==> src/rtl/tfrag_cfg_loader.sv <==
// tfrag_cfg_loader
// Loads the input-inverter selects (XAS1, XAS2, XBS1, XBS2) of a column of
// T_FRAG cells. A framed byte stream (HDR, NUM_FRAGS/2 payload bytes, XOR
// checksum) is captured into a shadow register. On a good checksum the shadow
// is shifted MSB-first onto the serial config chain, and then CFG_UPD is pulsed.
//
// Ports:
//   CLK        clock, rising edge
//   RSTN       asynchronous active-low reset
//   DIN        frame byte
//   DIN_VALID  DIN holds a valid byte
//   DIN_READY  block accepts a byte this cycle
//   CFG_SDO    serial chain data (0 while CFG_SEN is low)
//   CFG_SEN    chain shift enable, one bit per cycle
//   CFG_UPD    one-cycle latch strobe for the cells
//   BUSY       frame in progress or chain being written
//   DONE       sticky, last frame committed
//   ERR        sticky, last frame failed its checksum
//
// state   | meaning
// IDLE    | hunting for the header byte, other bytes are discarded
// PAYLOAD | collecting payload bytes into the shadow register
// CHECK   | comparing the checksum byte against the running XOR
// SHIFT   | N cycles driving the shadow onto the chain, MSB first
// UPDATE  | one-cycle CFG_UPD strobe, then DONE
module tfrag_cfg_loader #(
  parameter int          NUM_FRAGS = 8,
  parameter logic [7:0]  HDR       = 8'hA5
) (
  input  logic       CLK,
  input  logic       RSTN,
  input  logic [7:0] DIN,
  input  logic       DIN_VALID,
  output logic       DIN_READY,
  output logic       CFG_SDO,
  output logic       CFG_SEN,
  output logic       CFG_UPD,
  output logic       BUSY,
  output logic       DONE,
  output logic       ERR
);

  localparam int N   = 4 * NUM_FRAGS;
  localparam int NB  = NUM_FRAGS / 2;
  localparam int BCW = (NB > 1) ? $clog2(NB) : 1;
  localparam int BTW = $clog2(N);

  typedef enum logic [2:0] {
    IDLE, PAYLOAD, CHECK, SHIFT, UPDATE
  } state_t;

  state_t           state;
  logic [N-1:0]     shadow;
  logic [BCW-1:0]   byte_cnt;
  logic [BTW-1:0]   bit_cnt;
  logic [7:0]       run_xor;
  logic             xfer;

  assign xfer = DIN_VALID && DIN_READY;

  always_ff @(posedge CLK or negedge RSTN) begin
    if (!RSTN) begin
      state     <= IDLE;
      shadow    <= '0;
      byte_cnt  <= '0;
      bit_cnt   <= '0;
      run_xor   <= '0;
      DIN_READY <= 1'b1;
      CFG_SDO   <= 1'b0;
      CFG_SEN   <= 1'b0;
      CFG_UPD   <= 1'b0;
      BUSY      <= 1'b0;
      DONE      <= 1'b0;
      ERR       <= 1'b0;
    end else begin
      case (state)
        IDLE: begin
          if (xfer && DIN == HDR) begin
            DONE     <= 1'b0;
            ERR      <= 1'b0;
            run_xor  <= '0;
            byte_cnt <= '0;
            BUSY     <= 1'b1;
            state    <= PAYLOAD;
          end
        end
        PAYLOAD: begin
          if (xfer) begin
            // Byte k holds cell 2k in its low nibble and cell 2k+1 in its
            // high nibble, so it lands directly on shadow bits 8k..8k+7.
            for (int k = 0; k < NB; k++) begin
              if (byte_cnt == BCW'(k)) shadow[8*k +: 8] <= DIN;
            end
            run_xor <= run_xor ^ DIN;
            if (byte_cnt == BCW'(NB - 1)) state <= CHECK;
            else                          byte_cnt <= byte_cnt + 1'b1;
          end
        end
        CHECK: begin
          if (xfer) begin
            if (DIN == run_xor) begin
              // First chain bit is presented together with CFG_SEN so the
              // shift window is exactly N cycles.
              DIN_READY <= 1'b0;
              CFG_SEN   <= 1'b1;
              CFG_SDO   <= shadow[N-1];
              bit_cnt   <= BTW'(N - 1);
              state     <= SHIFT;
            end else begin
              ERR   <= 1'b1;
              BUSY  <= 1'b0;
              state <= IDLE;
            end
          end
        end
        SHIFT: begin
          if (bit_cnt == '0) begin
            CFG_SEN <= 1'b0;
            CFG_SDO <= 1'b0;
            CFG_UPD <= 1'b1;
            state   <= UPDATE;
          end else begin
            bit_cnt <= bit_cnt - 1'b1;
            CFG_SDO <= shadow[bit_cnt - 1'b1];
          end
        end
        UPDATE: begin
          CFG_UPD   <= 1'b0;
          DONE      <= 1'b1;
          BUSY      <= 1'b0;
          DIN_READY <= 1'b1;
          state     <= IDLE;
        end
        default: state <= IDLE;
      endcase
    end
  end

endmodule

==> config.mk <==
export PLATFORM = sky130hd
export DESIGN_NAME = tfrag_cfg_loader
export DESIGN_NICKNAME = d
export VERILOG_FILES = /design/src/rtl/tfrag_cfg_loader.sv
export SDC_FILE = /design/constraint.sdc
export NUM_CORES = 1
export LEC_CHECK = 0
export CORE_MARGIN = 3
export CORE_UTILIZATION = 63
export DETAILED_ROUTE_END_ITERATION = 8
export PLACE_DENSITY = 0.84
export SLEW_MARGIN = 20
export SYNTH_ARGS = -nofsm -noshare
export SYNTH_HDL_FRONTEND = slang
export SYNTH_SLANG_ARGS = --single-unit
==> constraint.sdc <==
create_clock -name CLK -period 3.36 [get_ports CLK]
set_input_delay 0.672 -clock CLK [delete_from_list [all_inputs] [get_ports CLK]]
set_output_delay 0.672 -clock CLK [all_outputs]
set_load 0.01 [all_outputs]
==> results.toml, run 1 <==
[status]
status = "finished clean"

[synthesis]
post-synth-top-count-cell = "dfrtp_1"
yosys.area.top_type = "dfrtp_1"
synth_fp_nets = 266
yosysWarningCount = 0
ys_seq_area_frac = 0.488
ys_seq_elements = 57
synth_ff_type = "dfrtp_1"
synthCells = 250
synth-async-reset-ratio = 1.00
syn_area_per_cell_um2 = 11.7
syn_area_mm2 = 0.00293
synth_top_area_frac = 0.479
synth.distinct_cells = 51
yosys-top-cells-area = "dfrtp_1 (48%), mux2_2 (13%), mux4_2 (6.2%)"
synth_edf_count = 0
synth_commonest_cells = "dfrtp_1 (56), mux2_2 (33), nand2_1 (26)"

[timing]
relSlewSlack = 0.568
setup_ws_ns = 0.769
timing.fmax_mhz = 386
drv_slew = 0
layout_min_cycle_time_ns = 2.59
worst_pin_slew_ns = 0.645
skew_ns = 0.00859
finalCritPeriodShare = 0.771
hold_viol = 0
rsz0062_at_grt = "false"
setup_tns_ns = 0
setup_viol = 0

[worst_setup_path]
reg2reg_depth = 7
crit_path_max_fanout = 11
startpoint_type = "register"
r2r_start = "bit_cnt[0]"
path_buf_inv = 1
worstPathRequired_ns = 3.57
slowest_delay_ns = 0.70
cp_cell_sequence = "inv_1 > ha_1 > mux4_2 > mux2i_1 > a21oi_1 > o311ai_1 > a21oi_1"
crit_type = "register to register"
endpoint_kind = "register"
r2r_slack_ns = 0.77
worst_path_most_repeated_cell = "a21oi_1"
cpMaxStageDelayCell = "dfrtp_1"
r2r-end = "CFG_SDO"
arrival_ns = 2.81
cp_top_family = "flip-flops"
critPathLaunch = "bit_cnt[0]"

[flow_run]
maxCapViolations = 0

[placement]
hpwlAfterDp_um = 4190
placed_area_mm2 = 0.00307
numPortBuffers = 17
gp_congestion = 0.863
place_ws_ns = 0.519

[detailed_routing]
drtAntennaViolNets = 0
vias = 1954
post-route-drc-count = 0
drtIter0Drc = 183
finalWirelength_um = 5940
wl_per_cell_um = 18.5
firstDrtPassIters = 4
avgViaCountPerCell = 6.07

[floorplan]
num_rows = 24
initial_utilization = 0.663
ios = 18
die_y_um = 74.2
die-area_mm2 = 0.00550
core_area_mm2 = 0.00441
die_w_um = 74.2

[pwr]
cellPowerDensity_mw_per_mm2 = 422
power_frac_comb = 0.036
internal_power_w = 0.00108
ir_drop_v = 0.000335
pwr-share-seq = 0.498
p_sw_frac = 0.214
total_leakage_power_nw = 1.55
netSwitchingPower_w = 0.000295
power_w = 0.00138
clkPwrFrac = 0.466

[clocking]
ctsResizeCount = 0
cts_htree_levels = 3
clk_pin_slew_ns = 0.06
clock_path_buffers = 2
post_cts_buffers = 0
insertion_delay_ns = 0.34
root_buffer = "clkbuf_8"
cts_tree = "done"
cts_hold_buf = 0
cts_made_buffers = 9
clock-sinks = 57

[layout]
fillers = 296
diodes = 0
final_util = 0.740
postLayoutCellArea_mm2 = 0.00327
drive_gt1_frac = 0.244
synthToLayoutAreaGrowth_pct = 11.5
nets = 281

[grt]
grt_usage = 0.250
grt_max_degree = 39
grt_pass1_wl_um = 10000
grt_pass1_vias = 2007
grt-ovfl-total = 0
antenna_found_initial = 0

[hold_path]
hp-class = "input pin to asynchronous set/reset pin"
[final cells by class]
cell class | count | area (um^2) | share of cell area
clock buffers | 13 | 159 | 0.0487
clock inverters | 3 | 40.0 | 0.0123
inverters | 11 | 41.3 | 0.0126
multi-input cells | 167 | 1350 | 0.414
flip-flops and latches | 57 | 1430 | 0.437
well taps | 52 | 65.1 | 0.0199
repair buffers | 19 | 180 | 0.0552
[layout by cell type (no fill, tap or decap), types with 2 or more instances in the layout]
cell type        count
dfrtp_1             56
mux2_2              33
nand2_1             26
nor2_1              18
o21ai_0             18
clkdlybuf4s50_1     16
inv_1               11
clkbuf_8            11
xnor2_1              9
mux4_2               8
a21oi_1              5
mux2i_1              5
ha_1                 5
nand3_1              3
nor4_1               3
o21bai_1             2
a21o_1               2
a22oi_1              2
clkbuf_1             2
clkinv_2             2
buf_4                2
[kinds of logic after synthesis]
kind of cell / synth area share
fa+ha+maj: 0.0214
xor+xnor: 0.0325
mux: 0.206
flops: 0.488
compound gates: 0.0962
simple gates: 0.106
buf+inv: 0.0504
[power by group through the flow]
stage / Clock (W) / Combinational [W] / Sequential, W
after floorplan: 0 / 0.0000245 / 0.000699
after global placement: 0 / 0.0000490 / 0.000699
after detailed placement: 0 / 0.0000495 / 0.000699
after CTS: 0.000653 / 0.0000499 / 0.000686
after global routing: 0.000682 / 0.0000545 / 0.000686
final: 0.000643 / 0.0000491 / 0.000687
[state kept, by name, summed over array words and instances, names as in the netlist, 2 cells and up]
| name | count |
|---|---|
| shadow | 32 |
| run_xor | 8 |
| byte_cnt | 2 |
| state | 3 |
| bit_cnt | 5 |
[layer usage]
layer	up-vias	part of all wire	global-route usage	routed length (um)
met2	52	0.48	0.389	2850
met4	0	0.018	0.103	108
met1	971	0.46	0.337	2710
met3	13	0.046	0.0635	275
met5	-	0	0	0
li1	918	-	-	-
[stage by stage]
step / hold slack [ns] / cells
2_1_floorplan: 0.376 / 250
6_report: 0.284 / 322
4_1_cts: 0.295 / 322
3_5_place_dp: 0.467 / 306
5_1_grt: 0.313 / 322
3_3_place_gp: 0.461 / 306
[worst max path at each step]
stage                   to  slack [ns]  cells past startpoint
5_1_grt            CFG_SDO        0.52                      7
3_5_place_dp   byte_cnt[1]        0.52                      6
2_1_floorplan      CFG_SDO        1.20                      9
6_report           CFG_SDO        0.77                      7
3_3_place_gp   byte_cnt[1]        0.62                      6
4_1_cts            CFG_SDO        0.73                      7
Power figures use the tool's default switching activity.
==> run 2, diff against run 1 <==
--- a/config.mk
+++ b/config.mk
@@ -6,9 +6,9 @@
 export NUM_CORES = 1
 export LEC_CHECK = 0
 export CORE_MARGIN = 3
-export CORE_UTILIZATION = 63
+export CORE_UTILIZATION = 59
 export DETAILED_ROUTE_END_ITERATION = 8
-export PLACE_DENSITY = 0.84
+export PLACE_DENSITY = 0.79
 export SLEW_MARGIN = 20
 export SYNTH_ARGS = -nofsm -noshare
 export SYNTH_HDL_FRONTEND = slang
==> constraint.sdc (replaced) <==
create_clock -name CLK -period 2.4 [get_ports CLK]
set_input_delay 0.48 -clock CLK [delete_from_list [all_inputs] [get_ports CLK]]
set_output_delay 0.48 -clock CLK [all_outputs]
set_load 0.01 [all_outputs]
==> run 2 against run 1 <==
Against the previous run: cell count rose by 9.3%; sequential cell count did not move; design area rose by 4.9%; setup slack got worse by 0.48 ns; clock skew fell by 0.0035 ns; die area rose by 6.2%; first-iteration DRC count fell by 33%; clock power rose by 59%; count of clock-buffer cells in the layout fell by 2; critical path type is now input pin to register; critical endpoint is now ERR.
==> results.toml, run 2 (same netlist as run 1, synthesis figures left out) <==
[status]
status = "finished clean"

[worst_setup_path]
endpoint_kind = "register"
crit_path_max_fanout = 9
arrival_ns = 2.33
reg2reg_depth = 7
r2r-end = "CFG_SDO"
crit_type = "input pin to register"
worstPathRequired_ns = 2.62
slowest_delay_ns = 0.61
critPathLaunch = "DIN[3]"
r2r_slack_ns = 0.31
cpMaxStageDelayCell = "clkdlybuf4s50_1"
r2r_start = "bit_cnt[1]"
cp_cell_sequence = "clkdlybuf4s50_1 > o41ai_2 > a21boi_1 > nor4_1 > mux2_2"
worstSetupEndpoint = "ERR"
startpoint_type = "input pin"

[placement]
numPortBuffers = 17
gp_congestion = 0.841
place_ws_ns = -0.0147
hpwlAfterDp_um = 4180
place_inst = 336

[floorplan]
die_w_um = 76.4
core_area_mm2 = 0.00475
die-area_mm2 = 0.00584
initial_utilization = 0.616
num_rows = 25
die_y_um = 76.4
ios = 18

[layout]
finalNonFillerCells = 352
largest_register_ffs = 32
nets = 296
synthToLayoutAreaGrowth_pct = 17.1
reg_top3 = "shadow: 32 flops, run_xor: 8 flops, bit_cnt: 5 flops"
fillers = 348
drive_gt1_frac = 0.291
diodes = 0
top_register = "shadow"
layout_common_cells = "dfrtp_1 (56), mux2_2 (33), nand2_1 (26)"
layout.cells.most_common = "dfrtp_1"

[clocking]
cts_tree = "done"
insertion_delay_ns = 0.33
post_cts_buffers = 0
cts_made_buffers = 9
clock-sinks = 57
root_buffer = "clkbuf_8"
clock_path_buffers = 2
ctsResizeCount = 0
cts_htree_levels = 3
clk_pin_slew_ns = 0.07
cts_hold_buf = 0

[pwr]
total_leakage_power_nw = 1.64
cellPowerDensity_mw_per_mm2 = 600
ir_drop_v = 0.000459

[timing]
worst_pin_slew_ns = 0.704
finalCritPeriodShare = 0.879
layout_min_cycle_time_ns = 2.11
timing.fmax_mhz = 474
skew_ns = 0.00508
drv_slew = 0
whs_ns = 0.275
relSlewSlack = 0.531
setup_viol = 0
hold_viol = 0
setup_ws_ns = 0.291
rsz0062_at_grt = "false"

[hold_path]
hp-class = "input pin to asynchronous set/reset pin"

[detailed_routing]
avgViaCountPerCell = 5.76
finalWirelength_um = 6110
firstDrtPassIters = 4
post-route-drc-count = 0
drtAntennaViolNets = 0
highest_layer = "met4"
wl_per_cell_um = 17.4
vias = 2029
drtIter0Drc = 122
routed-wl-met2_um = 3000
wl_met1_um = 2730
dr_wl_met3_um = 239

[grt]
antenna_found_initial = 0
grt_pass1_vias = 2174
grt_max_degree = 58
grt_pass1_wl_um = 10700
grt-ovfl-total = 0
grt_usage = 0.241

[flow_run]
maxCapViolations = 0
[run 2: cell count changes in the layout (fill, tap and decap cells not counted)]
cell / change
bufinv_16: +1
clkinvlp_4: +1
buf_4: +15
clkbuf_1: -2
[run 2: through the flow]
stage,TNS (ns),utilization,area [um^2],power [W]
after global placement,-0.00891,0.673,3200,0.00106
after CTS,0,0.721,3430,0.00207
after detailed placement,-0.0224,0.673,3200,0.00106
after floorplan,0,-,2930,0.00101
after global routing,0,0.721,3430,0.00214
final,0,0.721,3430,0.00206
[run 2: power by group]
group / internal (W) / switching (W) / total (W) / leakage [nW]
Sequential: 0.000961 / 0 / 0.000961 / 0.746
Combinational: 0.0000309 / 0.0000488 / 0.0000797 / 0.778
Clock: 0.000637 / 0.000379 / 0.00102 / 0.115
[run 2: per-layer routing]
metal | GRT usage | up-vias
met3 | 0.0556 | 12
met5 | 0 | -
li1 | - | 948
met2 | 0.367 | 51
met4 | 0.130 | 0
met1 | 0.320 | 1018
[run 2: cell type report]
class / instances / area [um^2] / area share
clock buffers: 11 / 151 / 0.0442
clock inverters: 5 / 77.6 / 0.0226
inverters: 11 / 41.3 / 0.0120
multi-input cells: 167 / 1350 / 0.395
flip-flops and latches: 57 / 1430 / 0.417
well taps: 67 / 83.8 / 0.0245
repair buffers: 34 / 293 / 0.0854
[run 2: worst min-delay path by stage]
stage / startpoint / endpoint / slack [ns] / cells after the start
CTS: RSTN / bit_cnt[0] / 0.29 / 2
global placement: DONE / DONE / 0.46 / 2
finish: RSTN / bit_cnt[0] / 0.27 / 2
global route: RSTN / shadow[5] / 0.33 / 2
detailed placement: CFG_SEN / CFG_SEN / 0.46 / 2
floorplan: RSTN / BUSY / 0.18 / 0
[run 2: critical path, delay by kind of cell]
family	cells	cell delay, ns
mux	1	0.37
simple gates	1	0.27
buf+inv	1	0.61
compound gates	2	0.58
==> run 3, diff against run 2 <==
--- a/config.mk
+++ b/config.mk
@@ -5,7 +5,7 @@
 export SDC_FILE = /design/constraint.sdc
 export NUM_CORES = 1
 export LEC_CHECK = 0
-export CORE_MARGIN = 3
+export CORE_MARGIN = 2
 export CORE_UTILIZATION = 59
 export DETAILED_ROUTE_END_ITERATION = 8
 export PLACE_DENSITY = 0.79
==> run 3 against run 2 <==
Against the previous run: first-iteration DRC count up 9.0%; sequential power about the same; cell count rose by 0.85%; largest cell class unchanged; register-to-register slack lost 0.04 ns; global-route usage is 0.48 points higher; sequential cell count is the same; via count grew 0.25%; critical endpoint unchanged; count of clock-buffer cells in the layout down 2; combinational power increased by 5.1%; clock skew rose by 0.0013 ns; power shrank 1.4%.
==> results.toml, run 3 (same netlist as run 1, synthesis figures left out) <==
[timing]
whs_ns = 0.155
relSlewSlack = 0.581
layout_min_cycle_time_ns = 2.15
setup_viol = 0
finalCritPeriodShare = 0.897
rsz0062_at_grt = "false"
worst_pin_slew_ns = 0.629
skew_ns = 0.00640
hold_viol = 0
drv_slew = 0
timing.fmax_mhz = 464

[worst_setup_path]
crit_path_max_fanout = 4
r2r_start = "bit_cnt[1]"
startpoint_type = "input pin"
cp_cell_sequence = "clkdlybuf4s50_1 > nand4b_4 > o41ai_2 > a21boi_1 > nor4_1 > mux2_2"
slowest_delay_ns = 0.53
r2r-end = "CFG_SDO"
endpoint_kind = "register"
cpMaxStageDelayCell = "clkdlybuf4s50_1"
crit_type = "input pin to register"
worstPathRequired_ns = 2.62
reg2reg_depth = 7
critPathLaunch = "DIN[5]"
r2r_slack_ns = 0.27
arrival_ns = 2.38

[detailed_routing]
highest_layer = "met4"
drtIter0Drc = 133
firstDrtPassIters = 4
post-route-drc-count = 0
vias = 2034
wl_per_cell_um = 16.7
wl_met1_um = 2720
routed-wl-met2_um = 2800
finalWirelength_um = 5920
avgViaCountPerCell = 5.73
dr_wl_met3_um = 294
drtAntennaViolNets = 0

[grt]
grt-ovfl-total = 0
grt_max_degree = 33
antenna_found_initial = 0
grt_usage = 0.246
grt_pass1_vias = 1992
grt_pass1_wl_um = 9810

[pwr]
total_leakage_power_nw = 1.65
cellPowerDensity_mw_per_mm2 = 587
ir_drop_v = 0.000398
power_w = 0.00203

[clocking]
insertion_delay_ns = 0.34
cts_made_buffers = 9
post_cts_buffers = 0
cts_tree = "done"
cts_htree_levels = 3
clock_path_buffers = 2
clk_pin_slew_ns = 0.07
cts_hold_buf = 0
ctsResizeCount = 0
clock-sinks = 57
root_buffer = "clkbuf_8"

[floorplan]
die_w_um = 74.4
ios = 18
num_rows = 25
initial_utilization = 0.616
die-area_mm2 = 0.00554
die_y_um = 74.4
core_area_mm2 = 0.00475

[layout]
largest_register_ffs = 32
drive_gt1_frac = 0.299
nets = 299
diodes = 0
postLayoutCellArea_mm2 = 0.00345
synthToLayoutAreaGrowth_pct = 17.9
final_util = 0.726
reg_top3 = "shadow: 32 flops, run_xor: 8 flops, bit_cnt: 5 flops"
layout_common_cells = "dfrtp_1 (56), mux2_2 (33), nand2_1 (26)"
multi_input_area_mm2 = 0.00135
top_register = "shadow"
ff_latch_area_mm2 = 0.00143
layout.cells.most_common = "dfrtp_1"
fillers = 349

[placement]
hpwlAfterDp_um = 4320
numPortBuffers = 17
placed_area_mm2 = 0.00323
gp_congestion = 0.827

[status]
status = "finished clean"

[flow_run]
maxCapViolations = 0

[hold_path]
hp-class = "input pin to asynchronous set/reset pin"
==> run 3: per-layer routing <==
layer	up-vias	track usage
met5	-	0
met4	0	0.0952
met3	11	0.0610
met2	53	0.375
met1	1006	0.342
li1	964	-
==> run 3: area by class of cell <==
type,count,share of cell area
clock buffer,9,0.0359
clock inverter,7,0.0272
inverter,11,0.0120
multi-input combinational,167,0.392
sequential,57,0.414
tap,67,0.0243
timing repair buffer,37,0.0950
==> run 3: critical path, delay by kind of cell <==
kind                   cells  cell delay, ns
buffers and inverters      1            0.53
multiplexers               1            0.37
AO/OA/AOI/OAI              2            0.54
AND/OR/NAND/NOR            2            0.45
==> run 3: worst max path at each step <==
stage	end	cells past startpoint
final	ERR	6
after global routing	bit_cnt[0]	7
after CTS	CFG_SDO	7
after detailed placement	bit_cnt[2]	7
after global placement	ERR	6
after floorplan	CFG_SDO	9
==> run 3: through the flow <==
stage | setup slack [ns] | cells | TNS (ns)
after floorplan | 0.241 | 250 | 0
after global placement | -0.0115 | 339 | -0.0115
after detailed placement | -0.0553 | 339 | -0.141
after CTS | 0.263 | 355 | 0
after global routing | 0.141 | 355 | 0
final | 0.247 | 355 | 0
==> run 3: power by group <==
part	total (W)	internal, W	switching (W)
combinational	0.0000838	0.0000352	0.0000486
sequential	0.000961	0.000961	0
clock	0.000983	0.000583	0.000400
